File: src/rtl/riscv_definitions.sv
// Shared RISC-V core types: funct3 encodings, data bus view, LSU state and cause codes.
package riscv_definitions;

  typedef enum logic [2:0] {
    LB  = 3'b000,
    LH  = 3'b001,
    LW  = 3'b010,
    LBU = 3'b100,
    LHU = 3'b101
  } funct3ITypeLOAD_e;

  typedef enum logic [2:0] {
    SB = 3'b000,
    SH = 3'b001,
    SW = 3'b010
  } funct3SType_e;

  typedef union packed {
    logic [31:0]      word;
    logic [1:0][15:0] half;
    logic [3:0][7:0]  bytes;
  } dataBus_u;

  typedef enum logic [1:0] {IDLE, BUS, DONE} lsuState_e;

  typedef enum logic [1:0] {
    EXC_ILLEGAL  = 2'b00,
    EXC_LD_MISAL = 2'b01,
    EXC_ST_MISAL = 2'b10,
    EXC_BUS      = 2'b11
  } lsuExcCause_e;

endpackage

File: src/rtl/lsu_align.sv
// Combinational byte-lane logic: request-side be/wdata/legality and response-side load extraction.
module lsu_align
  import riscv_definitions::*;
(
  input  logic        we_i,
  input  logic [2:0]  funct3_i,
  input  logic [1:0]  addr_lo_i,
  input  logic [31:0] wdata_i,
  input  logic [2:0]  ld_funct3_i,
  input  logic [1:0]  ld_off_i,
  input  logic [31:0] rdata_i,
  output logic [3:0]  be_o,
  output logic [31:0] wdata_o,
  output logic        illegal_o,
  output logic        misal_o,
  output logic [31:0] rdata_o
);

  dataBus_u wd;
  dataBus_u rd_sh;

  assign wd    = wdata_i;
  assign rd_sh = rdata_i >> {ld_off_i, 3'b000};

  always_comb begin
    be_o      = 4'b0000;
    wdata_o   = wd.word;
    misal_o   = 1'b0;
    if (we_i) illegal_o = (funct3_i > SW);
    else      illegal_o = (funct3_i == 3'b011) || (funct3_i == 3'b110) || (funct3_i == 3'b111);
    // funct3[1:0] encodes the access size for both loads and stores
    case (funct3_i[1:0])
      2'b00: begin
        be_o    = 4'b0001 << addr_lo_i;
        wdata_o = {4{wd.bytes[0]}};
      end
      2'b01: begin
        be_o    = 4'b0011 << addr_lo_i;
        wdata_o = {2{wd.half[0]}};
        misal_o = addr_lo_i[0];
      end
      2'b10: begin
        be_o    = 4'b1111;
        misal_o = |addr_lo_i;
      end
      default: be_o = 4'b0000;
    endcase
  end

  always_comb begin
    case (funct3ITypeLOAD_e'(ld_funct3_i))
      LB:      rdata_o = {{24{rd_sh.bytes[0][7]}}, rd_sh.bytes[0]};
      LH:      rdata_o = {{16{rd_sh.half[0][15]}}, rd_sh.half[0]};
      LW:      rdata_o = rd_sh.word;
      LBU:     rdata_o = {24'b0, rd_sh.bytes[0]};
      LHU:     rdata_o = {16'b0, rd_sh.half[0]};
      default: rdata_o = 32'b0;
    endcase
  end

endmodule

File: src/rtl/lsu_ctrl.sv
// MA-stage load/store controller: one req/ack memory transaction per instruction, with stall,
// timeout and exception reporting.
module lsu_ctrl
  import riscv_definitions::*;
#(
  parameter int TIMEOUT_CYCLES = 16
) (
  input  logic        clk,
  input  logic        rst_n,
  input  logic        req_valid_i,
  input  logic        req_we_i,
  input  logic [2:0]  req_funct3_i,
  input  logic [31:0] req_addr_i,
  input  logic [31:0] req_wdata_i,
  input  logic [4:0]  req_rd_i,
  input  logic        flush_i,
  output logic        stall_o,
  output logic        rsp_valid_o,
  output logic [31:0] rsp_rdata_o,
  output logic [4:0]  rsp_rd_o,
  output logic        exc_valid_o,
  output logic [1:0]  exc_cause_o,
  output logic        mem_req_o,
  output logic        mem_we_o,
  output logic [31:0] mem_addr_o,
  output logic [3:0]  mem_be_o,
  output logic [31:0] mem_wdata_o,
  input  logic        mem_ack_i,
  input  logic        mem_err_i,
  input  logic [31:0] mem_rdata_i
);

  localparam int CNT_W = $clog2(TIMEOUT_CYCLES + 1);

  lsuState_e        state_q, state_d;
  lsuExcCause_e     cause_q, cause_d;
  logic [CNT_W-1:0] cnt_q, cnt_d;
  logic [31:0]      addr_q, addr_d, wdata_q, wdata_d, rdata_q, rdata_d;
  logic [3:0]       be_q, be_d;
  logic [2:0]       funct3_q, funct3_d;
  logic [1:0]       off_q, off_d;
  logic [4:0]       rd_q, rd_d;
  logic             we_q, we_d, req_q, req_d, killed_q, killed_d;
  logic             rsp_q, rsp_d, exc_q, exc_d;

  logic [3:0]  al_be;
  logic [31:0] al_wdata, al_rdata;
  logic        al_illegal, al_misal;

  lsu_align u_align (
    .we_i        (req_we_i),
    .funct3_i    (req_funct3_i),
    .addr_lo_i   (req_addr_i[1:0]),
    .wdata_i     (req_wdata_i),
    .ld_funct3_i (funct3_q),
    .ld_off_i    (off_q),
    .rdata_i     (mem_rdata_i),
    .be_o        (al_be),
    .wdata_o     (al_wdata),
    .illegal_o   (al_illegal),
    .misal_o     (al_misal),
    .rdata_o     (al_rdata)
  );

  always_comb begin
    state_d  = state_q;
    cause_d  = cause_q;
    cnt_d    = cnt_q;
    addr_d   = addr_q;
    wdata_d  = wdata_q;
    rdata_d  = rdata_q;
    be_d     = be_q;
    funct3_d = funct3_q;
    off_d    = off_q;
    rd_d     = rd_q;
    we_d     = we_q;
    killed_d = killed_q;
    rsp_d    = 1'b0;
    exc_d    = 1'b0;
    case (state_q)
      IDLE: begin
        killed_d = 1'b0;
        if (req_valid_i && !flush_i) begin
          addr_d   = {req_addr_i[31:2], 2'b00};
          off_d    = req_addr_i[1:0];
          funct3_d = req_funct3_i;
          we_d     = req_we_i;
          rd_d     = req_rd_i;
          be_d     = al_be;
          wdata_d  = al_wdata;
          cnt_d    = '0;
          if (al_illegal) begin
            state_d = DONE;
            exc_d   = 1'b1;
            cause_d = EXC_ILLEGAL;
          end else if (al_misal) begin
            state_d = DONE;
            exc_d   = 1'b1;
            cause_d = req_we_i ? EXC_ST_MISAL : EXC_LD_MISAL;
          end else begin
            state_d = BUS;
          end
        end
      end
      BUS: begin
        cnt_d    = cnt_q + 1'b1;
        // a flush in the terminating cycle must also suppress the pulse
        killed_d = killed_q | flush_i;
        if (mem_err_i) begin
          state_d = DONE;
          exc_d   = ~killed_d;
          cause_d = EXC_BUS;
          rdata_d = '0;
        end else if (mem_ack_i) begin
          state_d = DONE;
          rsp_d   = ~killed_d;
          rdata_d = we_q ? 32'b0 : al_rdata;
        end else if (cnt_q == CNT_W'(TIMEOUT_CYCLES - 1)) begin
          state_d = DONE;
          exc_d   = ~killed_d;
          cause_d = EXC_BUS;
          rdata_d = '0;
        end
      end
      DONE:    state_d = IDLE;
      default: state_d = IDLE;
    endcase
    req_d = (state_d == BUS);
  end

  always_ff @(posedge clk or negedge rst_n) begin
    if (!rst_n) begin
      state_q  <= IDLE;
      cause_q  <= EXC_ILLEGAL;
      cnt_q    <= '0;
      addr_q   <= '0;
      wdata_q  <= '0;
      rdata_q  <= '0;
      be_q     <= '0;
      funct3_q <= '0;
      off_q    <= '0;
      rd_q     <= '0;
      we_q     <= 1'b0;
      req_q    <= 1'b0;
      killed_q <= 1'b0;
      rsp_q    <= 1'b0;
      exc_q    <= 1'b0;
    end else begin
      state_q  <= state_d;
      cause_q  <= cause_d;
      cnt_q    <= cnt_d;
      addr_q   <= addr_d;
      wdata_q  <= wdata_d;
      rdata_q  <= rdata_d;
      be_q     <= be_d;
      funct3_q <= funct3_d;
      off_q    <= off_d;
      rd_q     <= rd_d;
      we_q     <= we_d;
      req_q    <= req_d;
      killed_q <= killed_d;
      rsp_q    <= rsp_d;
      exc_q    <= exc_d;
    end
  end

  assign stall_o     = req_valid_i & ~flush_i & (state_q != DONE);
  assign rsp_valid_o = rsp_q;
  assign rsp_rdata_o = rdata_q;
  assign rsp_rd_o    = rd_q;
  assign exc_valid_o = exc_q;
  assign exc_cause_o = cause_q;
  assign mem_req_o   = req_q;
  assign mem_we_o    = we_q;
  assign mem_addr_o  = addr_q;
  assign mem_be_o    = be_q;
  assign mem_wdata_o = wdata_q;

endmodule

File: config.mk
export PLATFORM = sky130hd
export DESIGN_NAME = lsu_ctrl
export DESIGN_NICKNAME = d
export VERILOG_FILES = /design/src/rtl/riscv_definitions.sv /design/src/rtl/lsu_align.sv /design/src/rtl/lsu_ctrl.sv
export SDC_FILE = /design/constraint.sdc
export NUM_CORES = 1
export LEC_CHECK = 0
export BUFFER_PORTS_ARGS = -buffer_cell sky130_fd_sc_hd__buf_2
export CELL_PAD_IN_SITES_DETAIL_PLACEMENT = 1
export CELL_PAD_IN_SITES_GLOBAL_PLACEMENT = 2
export CORE_UTILIZATION = 31
export DETAILED_ROUTE_END_ITERATION = 10
export PLACE_DENSITY = 0.9
export SYNTH_ARGS = -nofsm -noshare
export SYNTH_HDL_FRONTEND = slang
export SYNTH_HIERARCHICAL = 1
export SYNTH_SLANG_ARGS = --single-unit
File: constraint.sdc
create_clock -name clk -period 3.8 [get_ports clk]
set_clock_uncertainty 0.2 [all_clocks]
set_input_delay 0.57 -clock clk [delete_from_list [all_inputs] [get_ports clk]]
set_output_delay 0.57 -clock clk [all_outputs]
set_load 0.03 [all_outputs]
==> results of run 1 <==
## path summary, 6_finish.rpt
check	from	end	slack (ns)	cells past startpoint
worst min register to register	mem_addr_o[4]	mem_addr_o[4]	0.27	2
worst max-delay path	req_funct3_i[1]	mem_wdata_o[19]	1.31	7
worst min-delay path	req_rd_i[2]	rsp_rd_o[2]	0.14	3
worst max register to register	off_q[0]	rsp_rdata_o[18]	1.37	6
max in group asynchronous	rst_n	mem_addr_o[24]	2.11	3
min in group asynchronous	rst_n	rsp_rdata_o[30]	0.50	2
## kinds of logic after synthesis
group,share of synthesized area
other,0.0005798
muxes,0.05340
and+or+nand+nor,0.2302
DFF,0.4720
adders and majority gates,0.01354
buffers and inverters,0.06365
AOI/OAI and AO/OA,0.1666
## placed cells by master, fill, tap and decap left out, types with 2 or more instances in the layout
| cell | n |
|---|---|
| nand2_1 | 303 |
| buf_2 | 219 |
| dfrtp_1 | 122 |
| o21ai_0 | 39 |
| o31ai_1 | 35 |
| mux2_2 | 20 |
| clkbuf_16 | 17 |
| nor2_1 | 15 |
| a22oi_1 | 14 |
| o21ai_1 | 13 |
| o211ai_2 | 12 |
| inv_1 | 11 |
| a211oi_1 | 11 |
| buf_4 | 9 |
| mux2i_1 | 9 |
| nand3b_1 | 8 |
| a22o_1 | 8 |
| a21oi_1 | 7 |
| nand3_1 | 7 |
| ha_1 | 7 |
| nor2b_1 | 5 |
| inv_6 | 4 |
| clkinv_4 | 4 |
| o211ai_1 | 4 |
| nor3_1 | 3 |
| bufinv_16 | 3 |
| nor4b_4 | 2 |
| and3_1 | 2 |
| a21boi_0 | 2 |
| or3_1 | 2 |
| nand2b_1 | 2 |
| conb_1 | 2 |
| clkinvlp_4 | 2 |
| mux2_4 | 2 |
## area by class of cell
cell class / count / area [sq um]
Fill cell: 2507 / 12090
Sequential cell: 122 / 3053
Multi-Input combinational cell: 547 / 3034
Timing Repair Buffer: 230 / 1185
Clock buffer: 17 / 425.4
Tap cell: 270 / 337.8
Clock inverter: 15 / 191.4
Inverter: 11 / 41.29
Antenna cell: 1 / 2.502
## worst max-delay path, stage by stage
cell and delay (ns):
buf_2 0.31, inv_1 0.20, ha_1 0.45, nor2_1 0.71, o21ai_0 0.20, nand2_1 0.09
nand2_1 0.05
## Yosys cell counts, types with 2 or more instances
cell type,number
a21boi_0,2
a21oi_1,7
mux2_2,20
mux2i_1,9
clkbuf_1,34
o21ai_0,39
ha_1,7
dfrtp_1,122
inv_1,11
nor2b_1,5
nand2b_1,3
or3_1,2
a22oi_1,14
nand2_1,303
o211ai_2,12
and3_1,2
nand3b_1,8
nor3_1,3
buf_6,8
o21ai_1,13
nand3_1,7
o211ai_1,4
nor2_1,15
a211oi_1,11
nor4b_2,2
mux2_4,2
buf_4,12
o31ai_1,35
buf_2,8
buf_1,2
a22o_1,8
## registers in the layout (all words and copies together) (netlist names)
signal	flops
rsp_valid_o	1
killed_q	1
off_q	2
mem_we_o	1
mem_req_o	1
mem_be_o	4
exc_valid_o	1
rsp_rd_o	5
mem_addr_o	30
exc_cause_o	2
funct3_q	3
rsp_rdata_o	32
cnt_q	5
state_q	2
mem_wdata_o	32
## layer usage
| layer | part of all wire | wire length, um | global-route usage | up-vias |
|---|---|---|---|---|
| met2 | 0.47 | 9437 | 0.3093 | 150 |
| met4 | 0.015 | 311 | 0.06042 | 2 |
| met5 | 0.00065 | 13 | 0 | - |
| met3 | 0.054 | 1074 | 0.04719 | 27 |
| met1 | 0.46 | 9230 | 0.2578 | 2807 |
| li1 | - | - | - | 2867 |
## report_power, final
group | internal [uW] | leakage [uW] | switching [uW]
logic | 522 | 0.00245 | 1150
registers | 1560 | 0.00157 | 165
clock network | 1050 | 0.000297 | 663
total | 3130 | 0.00432 | 1980
## metrics by stage
step           total power, uW  hold slack, ns  cell area [sq um]
2_1_floorplan             2911         0.07441               6471
3_3_place_gp              3398          0.2523               7641
3_5_place_dp              3430          0.2570               7641
4_1_cts                   5177          0.1232               8268
5_1_grt                   5388          0.1406               8268
6_report                  5107          0.1382               8270
==> run_results.csv, run 1 <==
group,metric,value,unit
status,status,"finished, final reports clean",
global_route,gr-total-overflow,0,
global_route,grt_pass1_vias,6132,
place,placed_cells,1179,
sta,relSlewSlack,0.3462,
logic_synthesis,synthCells,744,
sta,fmax,402.2,MHz
die,floorplan.io_pins,223,
cts,cts_tree,"built",
logic_synthesis,syn-cell-area,6467,sq um
sta,worst-slew-pin-transition,0.9807,ns
cts,cts_setup_buffers,0,
finish,instances_no_fill,1213,
sta,maxSlewViolCount,0,
worst_setup_path,arrival,2.60,ns
sta,finalCritPeriodShare,0.6543,
sta,setup_violations,0,
route,drc,0,
logic_synthesis,ys_seq_elements,122,
route,route.vias.total,5853,
finish,finalCoreUtilization,0.4061,
logic_synthesis,yosys.area.top_type,"dfrtp_1",
finish,area_delta_synth_final,27.88,%
run,max_cap_viol_count,0,
finish,drive_gt1_frac,0.3227,
global_route,grt_util_all_layers,0.1937,
logic_synthesis,seq_area_frac_synth,0.4720,
finish,nets,1047,
worst_setup_path,path_max_fanout,18,
place,io_buffer_count,220,
cts,cts.htree.levels,4,
cts,cts-root-buf,"clkbuf_16",
cts,clk_latency,0.42,ns
cts,clock_tree.buffer_depth,2,
place,dpl.hpwl,14130,um
cts,numCtsBuffers,17,
global_route,grt_max_degree,86,
logic_synthesis,synth-main-ff-cell,"dfrtp_1",
die,die_h,146.4,um
cts,cts_hold_buf,1,
route,post_drt_wl_per_cell,16.54,um
logic_synthesis,synthTopCellsByArea,"dfrtp_1, nand2_1, o31ai_1",
die,start_util,0.3176,
cts,clk_pin_slew,0.06,ns
sta,hold_viol,0,
logic_synthesis,synth_top_area_share,0.4720,
sta,grt_setup_unrepaired,"false",
route,wirelength,20070,um
power_and_ir_drop,p_per_area,617.5,nW/um^2
cts,cts.sinks,122,
worst_setup_path,cp-start-kind,"input pin",
logic_synthesis,synth_edf_count,0,
route,drt_pass1_iterations,4,
place,place_congestion,0.8026,
sta,period_needed,2.486,ns
place,place_ws,0.8947,ns
sta,setup_slack,1.314,ns
sta,setup_tns,0,ns
power_and_ir_drop,p_leak,0.004317,uW
die,fp.dieArea,21440,sq um
die,core,20360,sq um
global_route,grt_antenna_before_repair,2,
route,via_per_inst,4.825,
die,rows,52,
logic_synthesis,yosys_warnings,6,
logic_synthesis,avgSynthCellArea,8.693,sq um
min_path,hp-class,"in -> reg",
power_and_ir_drop,ir_drop,0.3360,mV
route,antenna_left,0,
logic_synthesis,async_flop_share,1.000,
route,drtIter0Drc,247,
logic_synthesis,yosysUniqueCellTypes,45,
worst_setup_path,cp-end-kind,"flip-flop",
global_route,grt_pass1_wl,33130,um
cts,cts_resized,0,
die,chipWidth,146.4,um
worst_setup_path,cp.required,3.91,ns
worst_setup_path,crit_type,"in -> reg",
Power figures use the tool's default switching activity.
==> run 2, diff against run 1 <==
- ABC_AREA: not set -> 1
- CORE_UTILIZATION: 31 -> 27
- PLACE_DENSITY: 0.9 -> 0.84
- clock period: 3.8 -> 2.3 ns (I/O delays scaled with it)
==> run_results.csv, run 2 <==
group,metric,value,unit
sta,finalCritPeriodShare,0.9006,
sta,period_needed,2.071,ns
worst_setup_path,cp_slowest_stage_delay,0.53,ns
logic_synthesis,synth-main-ff-cell,"dfrtp_1",
logic_synthesis,syn-cell-area,6505,sq um
global_route,grt_use_met2,0.3424,
finish,final_cell_mix,"nand2_1, buf_2, nand3_1, dfrtp_1, inv_1",
die,floorplan.io_pins,223,
cts,clock_tree.buffer_depth,2,
min_path,hp-class,"in -> reg",
power_and_ir_drop,p_per_area,997.0,nW/um^2
worst_setup_path,crit_type,"in -> out",
sta,fmax,482.8,MHz
worst_setup_path,cp_cell_sequence,"dlygate4sd3_1 > buf_2 > nor2_4 > o21a_1 > buf_2",
finish,nets,1229,
global_route,top_usage_layer,"met2",
logic_synthesis,synthMuxAreaShare,0,
place,place_congestion,0.7976,
global_route,grt_max_degree,56,
cts,clk_latency,0.43,ns
worst_setup_path,cp.required,1.75,ns
cts,cts_tree,"built",
logic_synthesis,yosysUniqueCellTypes,30,
sta,hold_viol,0,
logic_synthesis,synth_top_family_by_area,"simple AND/OR/NAND/NOR gates",
global_route,use_met1,0.2318,
place,io_buffer_count,220,
finish,area_delta_synth_final,38.14,%
die,rows,56,
logic_synthesis,yosys.area_share.simple,0.3562,
cts,numCtsBuffers,17,
route,via_per_inst,4.571,
route,drc,0,
logic_synthesis,synthTopCellsByArea,"dfrtp_1, nand2_1, nand3_1",
cts,cts.sinks,122,
route,drt_pass1_iterations,4,
logic_synthesis,ys_seq_elements,122,
logic_synthesis,synth_top_area_share,0.4693,
logic_synthesis,yosys_warnings,6,
die,core,23540,sq um
logic_synthesis,avgSynthCellArea,7.529,sq um
place,dpl.hpwl,16640,um
cts,cts_resized,0,
worst_setup_path,cp-end-kind,"primary output",
die,die_h,157.2,um
route,antenna_left,0,
sta,worst-slew-pin-transition,0.5213,ns
global_route,gr-total-overflow,0,
logic_synthesis,synth_edf_count,0,
worst_setup_path,path_common_cell,"buf_2",
logic_synthesis,synthCells,864,
run,max_cap_viol_count,0,
logic_synthesis,seq_area_frac_synth,0.4693,
cts,clk_pin_slew,0.06,ns
die,start_util,0.2763,
logic_synthesis,synth_compound_area_frac,0.06424,
die,fp.dieArea,24720,sq um
route,post_drt_wl_per_cell,16.12,um
finish,stdcell_area,8986,sq um
sta,setup_tns,0,ns
sta,maxSlewViolCount,0,
sta,relSlewSlack,0.6525,
logic_synthesis,async_flop_share,1.000,
finish,drive_gt1_frac,0.2740,
place,placed_area,7888,sq um
power_and_ir_drop,p_leak,0.004944,uW
logic_synthesis,synth_fa_ha_area_frac,0.01346,
global_route,grt_util_all_layers,0.1989,
logic_synthesis,synth_commonest_cells,"nand2_1, nand3_1, dfrtp_1",
power_and_ir_drop,ir_drop,0.5463,mV
status,status,"finished, final reports clean",
global_route,grtUsageMet3,0.06718,
global_route,grt_antenna_before_repair,2,
logic_synthesis,yosys.area.top_type,"dfrtp_1",
route,route.vias.total,6601,
global_route,grt_pass1_wl,37340,um
worst_setup_path,arrival,1.53,ns
logic_synthesis,synth.most_common_cell,"nand2_1",
logic_synthesis,synthXorXnorAreaFrac,0,
worst_setup_path,cp-start-kind,"input pin",
finish,final_common_cell,"nand2_1",
route,wirelength,23270,um
worst_setup_path,path_max_fanout,4,
route,drtIter0Drc,254,
global_route,grt_pass1_vias,6949,
cts,cts.htree.levels,4,
cts,cts-root-buf,"clkbuf_16",
sta,setup_violations,0,
die,chipWidth,157.2,um
worst_setup_path,slowest_stage,"dlygate4sd3_1",
sta,grt_setup_unrepaired,"false",
finish,nFillCells,2979,
-- run 2: changes by cell type after synthesis, moves of 12 or more --
cell,delta
nand3_1,+132
inv_1,+52
o31ai_1,-30
clkbuf_1,-22
nor2_1,+21
buf_2,+20
mux2_2,-20
o21ai_0,+17
nand3_2,+15
a22oi_1,-14
nand2_1,+14
o211ai_2,-12
-- run 2: worst max-delay path, delay by kind of cell --
kind / cells / cell delay [ns]
buffers and inverters: 3 / 0.89
and+or+nand+nor: 1 / 0.15
AOI/OAI and AO/OA: 1 / 0.14
-- run 2: report_power, final --
part           switching [uW]  internal [uW]
combinational            2240            925
clock                    1200           1660
sequential                307           2620
total                    3760           5200
-- run 2: metal layers --
layer | vias to the layer above | part of all wire | routed length [um]
met2 | 182 | 0.49 | 11470
met4 | 2 | 0.017 | 399
li1 | 3250 | - | -
met1 | 3142 | 0.42 | 9664
met5 | - | 0.00056 | 13
met3 | 25 | 0.074 | 1721
-- run 2: layout make-up --
class	count	area, sq um	area share
inverters	67	251.5	0.02799
repair buffers	290	1819	0.2025
well taps	319	399.1	0.04442
multi-input cells	613	2845	0.3166
diodes	1	2.502	0.0002785
flip-flops and latches	122	3053	0.3397
clock inverters	15	190.2	0.02116
clock buffers	17	425.4	0.04734
-- run 2: kinds of logic (layout without fill, tap and decap cells) --
family,count (synthesis),after routing
and+or+nand+nor,527,527
AOI/OAI and AO/OA,77,77
buffers and inverters,130,389
adders and majority gates,7,7
other,1,3
DFF,122,122
-- run 2: final timing paths --
| check | depth (start not counted) | endpoint | from | slack [ns] |
|---|---|---|---|---|
| worst max-delay path | 5 | stall_o | flush_i | 0.23 |
| worst min-delay path | 2 | state_q[0] | mem_ack_i | 0.02 |
| worst max register to register | 9 | rsp_rdata_o[21] | cnt_q[0] | 0.34 |
| worst min register to register | 2 | mem_be_o[2] | mem_be_o[2] | 0.27 |
| max in group asynchronous | 3 | mem_wdata_o[9] | rst_n | 1.12 |
| min in group asynchronous | 2 | rsp_rdata_o[9] | rst_n | 0.22 |
-- run 2: stage by stage --
step | util | hold slack, ns | power, uW | std cells | setup slack [ns]
detailed placement | 0.3350 | 0.1331 | 6094 | 1364 | 0.07890
global route | 0.3817 | 0.02627 | 9507 | 1444 | 0.1671
floorplan | - | -0.1506 | 4996 | 865 | 0.3274
global placement | 0.3350 | 0.1344 | 6031 | 1364 | 0.1619
CTS | 0.3807 | 0.001053 | 9093 | 1442 | 0.06400
finish | 0.3817 | 0.02165 | 8959 | 1444 | 0.2287
-- run 2: repair_timing --
action	4_1_cts	5_1_grt
setup buffers	0	1
endpoints found under the setup margin	0	24
endpoints found under the hold margin	74	0
hold buffers	46	0
